<file path="config.mk">
export PLATFORM = sky130hd
export DESIGN_NAME = prbs31_err_monitor
export DESIGN_NICKNAME = d
export VERILOG_FILES = /design/src/rtl/prbs31_err_monitor.sv
export SDC_FILE = /design/constraint.sdc
export NUM_CORES = 1
export LEC_CHECK = 0
export ABC_AREA = 1
export CAP_MARGIN = 20
export CORE_ASPECT_RATIO = 0.9
export CORE_MARGIN = 5
export CORE_UTILIZATION = 45
export CTS_CLUSTER_DIAMETER = 60
export CTS_CLUSTER_SIZE = 14
export DETAILED_ROUTE_END_ITERATION = 10
export GPL_ROUTABILITY_DRIVEN = 1
export PLACE_DENSITY = 0.67
export SYNTH_ARGS = -nofsm -noshare
export SYNTH_HDL_FRONTEND = slang
export SYNTH_SLANG_ARGS = --single-unit
</file>
<file path="constraint.sdc">
create_clock -name clk -period 5.9 [get_ports clk]
set_clock_uncertainty 0.2 [all_clocks]
set_input_delay 1.18 -clock clk [delete_from_list [all_inputs] [get_ports clk]]
set_output_delay 1.18 -clock clk [all_outputs]
set_load 0.02 [all_outputs]
</file>
<file path="src/rtl/prbs31_err_monitor.sv">
// prbs31_err_monitor
// Self-synchronising PRBS31 (x^31 + x^28 + 1) receive monitor. Every accepted
// bit is checked against the prediction from the last 31 received bits. The
// bit is then shifted in, so the monitor follows whatever sequence phase
// arrives. A FILL/HUNT/LOCKED state machine qualifies the lock. While locked,
// errors and bits are counted into saturating BER counters.
//
// Ports
//   clk        rising-edge clock
//   rst_n      synchronous reset, ACTIVE-HIGH (name inherited from the top)
//   bit_in     received serial bit
//   bit_valid  qualifies bit_in; everything stalls while low
//   clear      zeroes err_count/bit_count and both saturation flags
//   locked     high while the FSM is in LOCKED
//   err_pulse  one cycle high when the last accepted bit mismatched in LOCKED
//   err_count  saturating count of errors seen in LOCKED
//   bit_count  saturating count of bits accepted in LOCKED
//   err_sat    err_count has reached all-ones (sticky until clear/reset)
//   bit_sat    bit_count has reached all-ones (sticky until clear/reset)
module prbs31_err_monitor #(
  parameter int LOCK_COUNT  = 64,
  parameter int WINDOW      = 256,
  parameter int LOSS_THRESH = 8,
  parameter int ERR_W       = 16,
  parameter int BIT_W       = 24
)(
  input  logic             clk,
  input  logic             rst_n,
  input  logic             bit_in,
  input  logic             bit_valid,
  input  logic             clear,
  output logic             locked,
  output logic             err_pulse,
  output logic [ERR_W-1:0] err_count,
  output logic [BIT_W-1:0] bit_count,
  output logic             err_sat,
  output logic             bit_sat
);
  localparam int RUN_W  = $clog2(LOCK_COUNT + 1);
  localparam int WIN_W  = $clog2(WINDOW + 1);
  localparam int WERR_W = $clog2(LOSS_THRESH + 1);

  // Terminal values compared against the count *before* the increment.
  localparam logic [RUN_W-1:0]  RUN_LAST  = RUN_W'(LOCK_COUNT - 1);
  localparam logic [WIN_W-1:0]  WIN_LAST  = WIN_W'(WINDOW - 1);
  localparam logic [WERR_W-1:0] WERR_LAST = WERR_W'(LOSS_THRESH - 1);
  // One below all-ones: the increment from here sets the sticky flag.
  localparam logic [ERR_W-1:0]  ERR_PRE   = ~ERR_W'(1);
  localparam logic [BIT_W-1:0]  BIT_PRE   = ~BIT_W'(1);

  typedef enum logic [1:0] {FILL, HUNT, LOCKED} state_t;

  state_t            state;
  logic [30:0]       sr;
  logic [4:0]        fill_cnt;
  logic [RUN_W-1:0]  run_cnt;
  logic [WIN_W-1:0]  win_cnt;
  logic [WERR_W-1:0] win_err;

  logic pred, zero_run, err, inc_bit, inc_err;

  assign pred     = sr[27] ^ sr[30];
  // A legal PRBS31 stream never has more than 30 zeros in a row. An all-zero
  // history plus another zero is therefore a dead line, even though it
  // "matches" the all-zero prediction.
  assign zero_run = (sr == '0) && !bit_in;
  assign err      = (bit_in ^ pred) | zero_run;
  assign inc_bit  = bit_valid && (state == LOCKED);
  assign inc_err  = inc_bit && err;

  always_ff @(posedge clk) begin
    if (rst_n) begin
      state     <= FILL;
      sr        <= '0;
      fill_cnt  <= '0;
      run_cnt   <= '0;
      win_cnt   <= '0;
      win_err   <= '0;
      locked    <= 1'b0;
      err_pulse <= 1'b0;
      err_count <= '0;
      bit_count <= '0;
      err_sat   <= 1'b0;
      bit_sat   <= 1'b0;
    end else begin
      err_pulse <= inc_err;

      if (bit_valid) begin
        sr <= {sr[29:0], bit_in};
        case (state)
          FILL: begin
            // History is not yet trustworthy, so errors are ignored here.
            if (fill_cnt == 5'd30) begin
              state   <= HUNT;
              run_cnt <= '0;
            end else begin
              fill_cnt <= fill_cnt + 5'd1;
            end
          end
          HUNT: begin
            if (err) begin
              run_cnt <= '0;
            end else if (run_cnt == RUN_LAST) begin
              state   <= LOCKED;
              locked  <= 1'b1;
              win_cnt <= '0;
              win_err <= '0;
            end else begin
              run_cnt <= run_cnt + 1'b1;
            end
          end
          LOCKED: begin
            // Loss takes priority over a window roll-over on the same bit.
            if (err && (win_err == WERR_LAST)) begin
              state   <= HUNT;
              locked  <= 1'b0;
              run_cnt <= '0;
            end else if (win_cnt == WIN_LAST) begin
              win_cnt <= '0;
              win_err <= '0;
            end else begin
              win_cnt <= win_cnt + 1'b1;
              win_err <= win_err + WERR_W'(err);
            end
          end
          default: begin
            state  <= FILL;
            locked <= 1'b0;
          end
        endcase
      end

      // BER counters: clear beats a coincident increment.
      if (clear) begin
        err_count <= '0;
        bit_count <= '0;
        err_sat   <= 1'b0;
        bit_sat   <= 1'b0;
      end else begin
        if (inc_err && !err_sat) begin
          err_count <= err_count + 1'b1;
          if (err_count == ERR_PRE) err_sat <= 1'b1;
        end
        if (inc_bit && !bit_sat) begin
          bit_count <= bit_count + 1'b1;
          if (bit_count == BIT_PRE) bit_sat <= 1'b1;
        end
      end
    end
  end
endmodule

</file>
* Yosys cells after proc, flatten, opt, wreduce, memory -nomap -nowiden
Index checks and enable logic that the tools add are counted.
** Word-level totals
- Register bits :: 102
- Input bits :: 5
- Output and inout bits :: 44
- Logic and storage cells :: 82
** Operators by class
- Add/sub/neg operators :: 6
- Equal/unequal tests :: 14
- Mux-type cells :: 24
- Bitwise gates (word level) :: 5
- Reduce and logical (&&, ||, !) cells :: 21
** Operator list (count)
- two-way mux 9 bit :: 4
- logical NOT 31 bit :: 1
- two-way mux 7 bit :: 4
- adder 24 x 1 -> 24 bit, second input constant :: 1
- == test 24 bit, second input constant :: 1
- one-hot mux 7 bit (3 select lines) :: 1
- AND reduction 5 bit :: 4
- one-hot mux 9 bit (2 select lines) :: 1
- adder 16 x 1 -> 16 bit, second input constant :: 1
- == test 16 bit, second input constant :: 1
- two-way mux 4 bit :: 4
- adder 9 x 1 -> 9 bit, second input constant :: 1
- == test 9 x 8 -> 1 bit, second input constant :: 1
- two-way mux 2 bit :: 4
- != test 2 bit, second input constant :: 4
- one-hot mux 4 bit (2 select lines) :: 1
- adder 7 x 1 -> 7 bit, second input constant :: 1
- == test 7 x 6 -> 1 bit, second input constant :: 1
- logical AND 1 bit :: 6
- one-hot mux 2 bit (3 select lines) :: 1
- adder 5 x 1 -> 5 bit, second input constant :: 1
- == test 5 bit, second input constant :: 1
- adder 4 x 1 -> 4 bit :: 1
- == test 4 x 3 -> 1 bit, second input constant :: 1
- 16 further kinds :: 23

* Depth between registers and ports, before layout
Gate-level depths: netlist (run 1).
- Depth in word-level cells :: 7
- Mapped depth :: 15

* Least setup slack after synthesis (run 1)
OpenSTA, ideal clock, no wires.
- Path type :: input-to-reg
- Start :: in bit_in
- End :: reg win_err[3]
- Data arrival time :: 2.414 ns
- Required time :: 5.636 ns
- Slack :: 3.222 ns
- Stages :: 10
- Path buffers :: 0
- Cells stage by stage :: inv_1 -> xor2_2 -> nand2_2 -> ha_1 -> nand3_1 -> xor2_1 -> or2_2 -> nand3_1 -> nand2_1 -> nor2_1
** Between the ends
- Word-level cells in the longest chain between the ends :: 7
- Elaborated cells on any way between the ends :: 12
- Those cells by class :: add/sub: 1; eq/ne: 2; mux: 3; bitwise: 2; reduce/logical: 4
** RTL lines
- start: declaration :: line 29 : input logic bit_in,
- logical NOT 1 bit :: line 66 : assign zero_run = (sr == '0) && !bit_in;
- logical AND 1 bit :: line 66
- OR 1 bit * :: line 67 : assign err = (bit_in ^ pred) | zero_run;
- adder 4 x 1 -> 4 bit :: line 123 : win_err <= win_err + WERR_W'(err);
- two-way mux 4 bit :: line 118 : end else if (win_cnt == WIN_LAST) begin
- two-way mux 4 bit :: line 114 : if (err && (win_err == WERR_LAST)) begin
- one-hot mux 4 bit (2 select lines) :: line 90 : case (state)
- end signal: assignment :: line 123
- end: declaration :: line 58 : logic [WERR_W-1:0] win_err;
Mark *: on every way between the ends. The rest lies on a longest branch, timed or not. The select of a mux whose other input is x is not followed.
A chain may end at the register's enable or synchronous reset.

* Final worst setup path (run 1)
- Start :: in bit_valid
- End :: reg err_count[4]
** Between the ends
- Word-level cells in the longest chain between the ends :: 3
** RTL lines
- start: declaration :: line 30 : input logic bit_valid,
- logical AND 1 bit :: line 68 : assign inc_bit = bit_valid && (state == LOCKED);
- logical AND 1 bit :: line 69 : assign inc_err = inc_bit && err;
- logical AND 1 bit :: line 140 : if (inc_err && !err_sat) begin
- end signal: assignment :: line 141 : err_count <= err_count + 1'b1;
- end: declaration :: line 34 : output logic [ERR_W-1:0] err_count,
Every way passes these cells.

==> results of run 1 <==
[kinds of logic (layout without fill, tap and decap cells)]
logic type	Yosys count	after routing	share of synthesized area (%)
xor+xnor	21	21	3.959
compound gates	106	106	10.91
fa+ha+maj	10	10	2.490
simple gates	402	402	34.69
buf+inv	93	139	7.321
flops	102	102	40.64
[metrics by stage]
stage	cell area [µm²]	setup WS, ns
2_1_floorplan	5025	3.222
3_3_place_gp	5620	1.955
3_5_place_dp	5620	1.909
4_1_cts	5914	2.268
5_1_grt	5914	1.904
6_report	5914	2.263
[flip-flops by register name, indices dropped and copies added, names as in the netlist]
| name | flops |
|---|---|
| state | 2 |
| win_cnt | 9 |
| win_err | 4 |
| bit_count | 24 |
| locked | 1 |
| fill_cnt | 5 |
| run_cnt | 7 |
| sr | 31 |
| err_count | 16 |
| err_sat | 1 |
| err_pulse | 1 |
| bit_sat | 1 |
[worst register-to-register path, stage by stage (launching register included)]
cell and delay [ns]:
dfxtp_1 0.35, nor2_1 0.14, nand2_1 0.06, nor2_1 0.12, nand2_1 0.09, nor2_1 0.09
nand2_1 0.09, nand2_2 0.15, nand2_1 0.12, nor2_1 0.64, nand2_1 0.15, o21ai_0 0.19
nor2_1 0.05
[cells in the final DEF, fill, tap and decap left out, types with 4 or more instances in the layout]
| cell type | netlist | routed |
|---|---|---|
| a21oi_1 | 41 | 41 |
| nor4_1 | 5 | 5 |
| clkbuf_16 | 0 | 9 |
| nor2_1 | 167 | 167 |
| nand2_2 | 4 | 4 |
| xor2_1 | 11 | 11 |
| clkdlybuf4s50_1 | 0 | 48 |
| nand2_1 | 135 | 135 |
| nand4_1 | 13 | 13 |
| o21a_1 | 4 | 4 |
| nand3_1 | 31 | 31 |
| ha_1 | 10 | 10 |
| inv_1 | 69 | 69 |
| xnor2_1 | 8 | 8 |
| o21ai_0 | 57 | 57 |
| nor3_1 | 24 | 24 |
| dfxtp_1 | 102 | 102 |
| or2_2 | 6 | 6 |
[power by group through the flow]
stage	registers [µW]	logic, µW	clock network, µW
after global routing	716	82.5	627
after floorplan	727	54.4	0
after detailed placement	730	70.2	0
after CTS	714	70.5	594
final	714	69.8	579
after global placement	729	68.6	0
[layer usage]
metal	share of wire (%)	vias up	track usage [%]
met1	49	2091	22.48
met3	3.7	11	3.571
met2	46	77	28.72
met5	0	-	0
met4	1.1	0	4.480
li1	-	2434	-
[final cells by class]
type	count	area [µm²]	share of cell area (%)
clock buffer	11	252.7	4.273
clock inverter	5	41.29	0.6981
inverter	72	270.3	4.569
multi-input combinational	539	2615	44.21
sequential	102	2042	34.53
tap	152	190.2	3.216
timing repair buffer	51	503.0	8.504
[path summary, 6_finish.rpt]
| path | cells past startpoint | slack, ns | endpoint | start |
|---|---|---|---|---|
| worst max register to register | 12 | 3.36 | err_count[4] | sr[30] |
| worst min-delay path | 1 | 0.25 | fill_cnt[4] | fill_cnt[4] |
| worst max-delay path | 9 | 2.26 | err_count[4] | bit_valid |
| worst min register to register | 1 | 0.25 | fill_cnt[4] | fill_cnt[4] |
==> metrics.md, run 1 <==
| Metric | Value |
|---|---|
| Largest fanout on the critical path | `35` |
| Post-route insts no fill | `between 900 and 1,000` |
| Total negative setup slack | `0 ns` |
| Ports | `around 50` |
| Routed len/inst | `around 12 µm` |
| Initial Util | `a little under half` |
| Most frequent cell after synthesis | `nor2_1` |
| Power per cell area | `230.4 mW/mm²` |
| Via count | `4,613` |
| Max VDD drop | `around 0.14 mV` |
| Pre-antenna DRT Iters | `5` |
| Most common library cells after synthesis | `nor2_1 (167), nand2_1 (135), dfxtp_1 (102)` |
| Flop pwr share | `a little over half` |
| Post-CTS Setup Repair Bufs | `0` |
| Routed wire length | `approximately 11,000 µm` |
| Pin count of the biggest net entering global routing | `48` |
| Chip Width | `121.4 µm` |
| Crit share post-route | `around 62%` |
| IO Port Bufs | `48` |
| Buf/Inv on CP | `3` |
| Mapped cell area | `~0.0050 mm²` |
| Worst setup SP type | `input pin` |
| Vias per cell | `4.950` |
| Yosys reg bits | `about 100` |
| Layout area overhead | `17.70%` |
| Die Ht | `between 100 and 150 µm` |
| Post-Route Utilization | `between 50% and 60%` |
| Initial antenna violation count | `0` |
| H-tree Lvls | `3` |
| GRT Residual Overflow | `0` |
| Syn avg cell area | `between 6 and 7 µm²` |
| Combinational power share | `about 5.1%` |
| Nets | `just under 800` |
| CTS sink count | `102` |
| Final setup viols | `0` |
| Clock Latency Late Sink | `0.34 ns` |
| Async set or reset register ratio after synthesis | `0%` |
| Vias in the first global route | `roughly 4,400` |
| Pwr Total | `around 1400 µW` |
| Ys flop type | `dfxtp_1` |
| CTS clk-pin slew, worst paths | `0.07 ns` |
| Synth Instances | `734` |
| N_diodes | `0` |
| Kind of end point of the critical path | `flop` |
| Final HPWL DP | `7712 µm` |
| Critical Path AT | `3.67 ns` |
| CTS tree | `done` |
| LEAKAGE | `~0.0022 µW` |
| Tmin final | `around 3.6 ns` |
| Placed Cells | `916` |
| CP Cell Sequence | `clkdlybuf4s50_1, buf_4, inv_2, nor2_1, nand2_1, nor2_1, nand2_1, o21ai_0, nor2_1` |
| Sw Ratio | `a little under a quarter` |
| Worst path top cell family by delay | `simple AND/OR/NAND/NOR gates` |
| Netlist cell types | `37` |
| Status | `finished clean` |
| Worst path max stage delay | `~0.64 ns` |
| Layout cells sized above 1 | `under 10%` |
| Clock power frac | `42.5%` |
| Slew headroom | `between 40% and 50%` |
| Unrepaired setup endpoints after global routing | `no` |
| Final Slew Violations | `0` |
| Rows | `36` |
| PostCTS Resize Cnt | `0` |
| TritonCTS Buffers | `9` |
| Largest cells by area after synthesis | `dfxtp_1 (41%), nor2_1 (12%), nand2_1 (10%), o21ai_0 (5.7%), inv_1 (5.2%)` |
| HP Class | `reg2reg` |
| Post-synth EDFFs | `0` |
| Filler instances | `1,101` |
| Slowest CP cell | `nor2_1` |
| Root buffer cell | `clkbuf_16` |
| Final hold viol count | `0` |
| Residual DRC count | `0` |
| Core area | `approximately 0.011 mm²` |
| Area leader, netlist | `dfxtp_1` |
| Max Root-Sink Buffers | `2` |
| WHS | `0.2533 ns` |
| Die area | `0.01338 mm²` |
| Post-synth top area share | `40.64%` |
| Post-CTS Hold Buffers | `0` |
| First-pass GRT wire length | `roughly 19,000 µm` |
| Total GRT Usage | `17.07%` |
| Cell internal pwr | `1041 µW` |
| Worst Path Required | `between 5 and 6 ns` |
| Syn_nets | `around 750` |
| Initial DRC Count | `323` |
| CP most frequent cell | `nor2_1` |
| Kind of critical path | `in2reg` |
| Register area share after synthesis | `around 41%` |
| Routed Antenna Nets | `0` |
| Net Switching | `~320 µW` |
| Gpl congestion | `0.8530` |
| Tightest Pin Transition | `~0.81 ns` |
| YS warnings | `0` |
| Number of max-cap violations | `0` |
| Fmax | `roughly 270 MHz` |
(Power assumes the default switching activity.)
==> run 2: changes to the inputs <==
- clock period: 5.9 -> 3.55 ns (I/O delays scaled with it)
==> run 2 against run 1 <==
  * Via count up 1.1%
  * Core utilization up 0.40 points
  * Register-to-register slack worse by 2.2 ns
  * Sequential share of layout area down 0.25 points
  * Count of clock-buffer cells in the layout fell by 1
  * Hold slack improved by 0.0073 ns
  * Flip-flop and latch count is the same
  * Combinational power is 68% higher
  * Final area grew 0.74%
==> metrics.md, run 2 (same netlist as run 1, synthesis figures left out) <==
| Metric | Value |
|---|---|
| LEAKAGE | `0.002217 µW` |
| TritonCTS Buffers | `9` |
| Clock Latency Late Sink | `between 0.3 and 0.4 ns` |
| Vias in the first global route | `roughly 4,300` |
| Beginning of the critical path | `bit_in` |
| IO Port Bufs | `between 40 and 50` |
| Worst path max stage delay | `0.52 ns` |
| Core area | `roughly 0.011 mm²` |
| Register cell area after layout | `0.002042 mm²` |
| Gpl congestion | `about 0.84` |
| Final Slew Violations | `0` |
| CP most frequent cell | `nand2_1` |
| Max reg flops | `31` |
| Ports | `a little under 50` |
| N_diodes | `0` |
| CTS sink count | `a little over 100` |
| Post-CTS Setup Repair Bufs | `0` |
| Place WS | `between 0.5 and 0.6 ns` |
| CTS tree | `done` |
| DR WL met2 | `around 5200 µm` |
| Kind of end point of the critical path | `flop` |
| Max Root-Sink Buffers | `2` |
| Metal1 wirelength | `around 5500 µm` |
| Final HPWL DP | `7932 µm` |
| Routed Antenna Nets | `0` |
| Total GRT Usage | `17.59%` |
| Most frequent cells in the layout | `nor2_1 (167), nand2_1 (135), dfxtp_1 (102), inv_1 (69), o21ai_0 (57)` |
| Final hold viol count | `0` |
| Top Registers | `sr (31), bit_count (24), err_count (16)` |
| Largest fanout on the critical path | `9` |
| Total negative setup slack | `0 ns` |
| CTS clk-pin slew, worst paths | `around 0.07 ns` |
| Slew headroom | `between 40% and 50%` |
| Die Ht | `~110 µm` |
| Worst Path Required | `3.62 ns` |
| Most common cell after layout, fill and taps aside | `nor2_1` |
| Kind of critical path | `in2reg` |
| H-tree Lvls | `3` |
| Residual DRC count | `0` |
| Worst setup SP type | `input pin` |
| Unrepaired setup endpoints after global routing | `no` |
| CP Cell Sequence | `clkdlybuf4s50_1, inv_1, xor2_2, nand2_2, nand2_1, nor2_1, buf_4, nand2_1, a21oi_1` |
| Pin count of the biggest net entering global routing | `57` |
| Die area | `about 0.013 mm²` |
| Initial antenna violation count | `0` |
| Post-CTS Hold Buffers | `0` |
| Rows | `36` |
| Tmin final | `between 2 and 3 ns` |
| Filler instances | `around 1,000` |
| Number of max-cap violations | `0` |
| Pre-antenna DRT Iters | `4` |
| Chip Width | `about 120 µm` |
| First-pass GRT wire length | `19,230 µm` |
| Routed length on met3 | `around 440 µm` |
| Worst R2R Start | `fill_cnt[0]` |
| Max VDD drop | `0.2413 mV` |
| Initial Util | `between 40% and 50%` |
| Vias per cell | `4.986` |
| Most flop-heavy register | `sr` |
| PostCTS Resize Cnt | `0` |
| HP Class | `reg2reg` |
| Layout cells sized above 1 | `approximately 5.7%` |
| Multi-input gate area | `~0.0026 mm²` |
| Initial DRC Count | `about 330` |
| Power per cell area | `396.1 mW/mm²` |
| Crit share post-route | `roughly 75%` |
| Final setup viols | `0` |
| Nets | `793` |
| Highest metal used | `met4` |
| Final worst-path setup slack | `0.8830 ns` |
| Post-Route Utilization | `a little over half` |
| Layout area overhead | `18.58%` |
| Via count | `between 4,000 and 5,000` |
| Status | `finished clean` |
| Critical Path AT | `2.74 ns` |
| GRT Residual Overflow | `0` |
| Slowest CP cell | `clkdlybuf4s50_1` |
| HP Start | `fill_cnt[4]` |
| Routed len/inst | `12.09 µm` |
| Tightest Pin Transition | `a little under 0.8 ns` |
| Routed wire length | `around 11,000 µm` |
| Root buffer cell | `clkbuf_16` |
| Fmax | `about 370 MHz` |
-- run 2: final cells by class --
cell class | instances | share of cell area (%)
Inverter | 72 | 4.536
Tap cell | 152 | 3.192
Clock buffer | 10 | 3.843
Clock inverter | 6 | 1.449
Timing Repair Buffer | 54 | 8.820
Sequential cell | 102 | 34.27
Multi-Input combinational cell | 539 | 43.89
-- run 2: final timing paths --
path              slack, ns            end  cells past startpoint
hold / removal         0.26    fill_cnt[4]                      1
setup reg to reg       1.17     run_cnt[4]                     11
setup / recovery       0.88  err_count[10]                      9
hold reg to reg        0.26    fill_cnt[4]                      1
-- run 2: where the power goes --
part	leakage (µW)	switching [µW]	internal [µW]	total (µW)
sequential	0.000828	18.1	1170	1190
combinational	0.00124	75.1	42.0	117
clock	0.000152	439	617	1060
-- run 2: per-stage QoR --
step	instances	power, µW	instance area [µm²]	hold WS [ns]
finish	935	2360	5958	0.2606
global route	935	2453	5958	0.2975
CTS	935	2385	5958	0.2594
detailed placement	919	1331	5643	0.2476
global placement	919	1327	5643	0.2406
floorplan	734	1299	5025	0.2222
-- run 2: critical path: cells and delay by family --
family	cells	cell delay [ns]
buffers and inverters	3	0.89
and+or+nand+nor	4	0.81
xor gates and xnor gates	1	0.19
AOI/OAI and AO/OA	1	0.13
-- run 2: routing by layer --
| metal | vias to the layer above | track usage (%) |
|---|---|---|
| li1 | 2433 | - |
| met1 | 2129 | 22.34 |
| met2 | 81 | 29.15 |
| met3 | 19 | 4.694 |
| met4 | 0 | 6.000 |
| met5 | - | 0 |
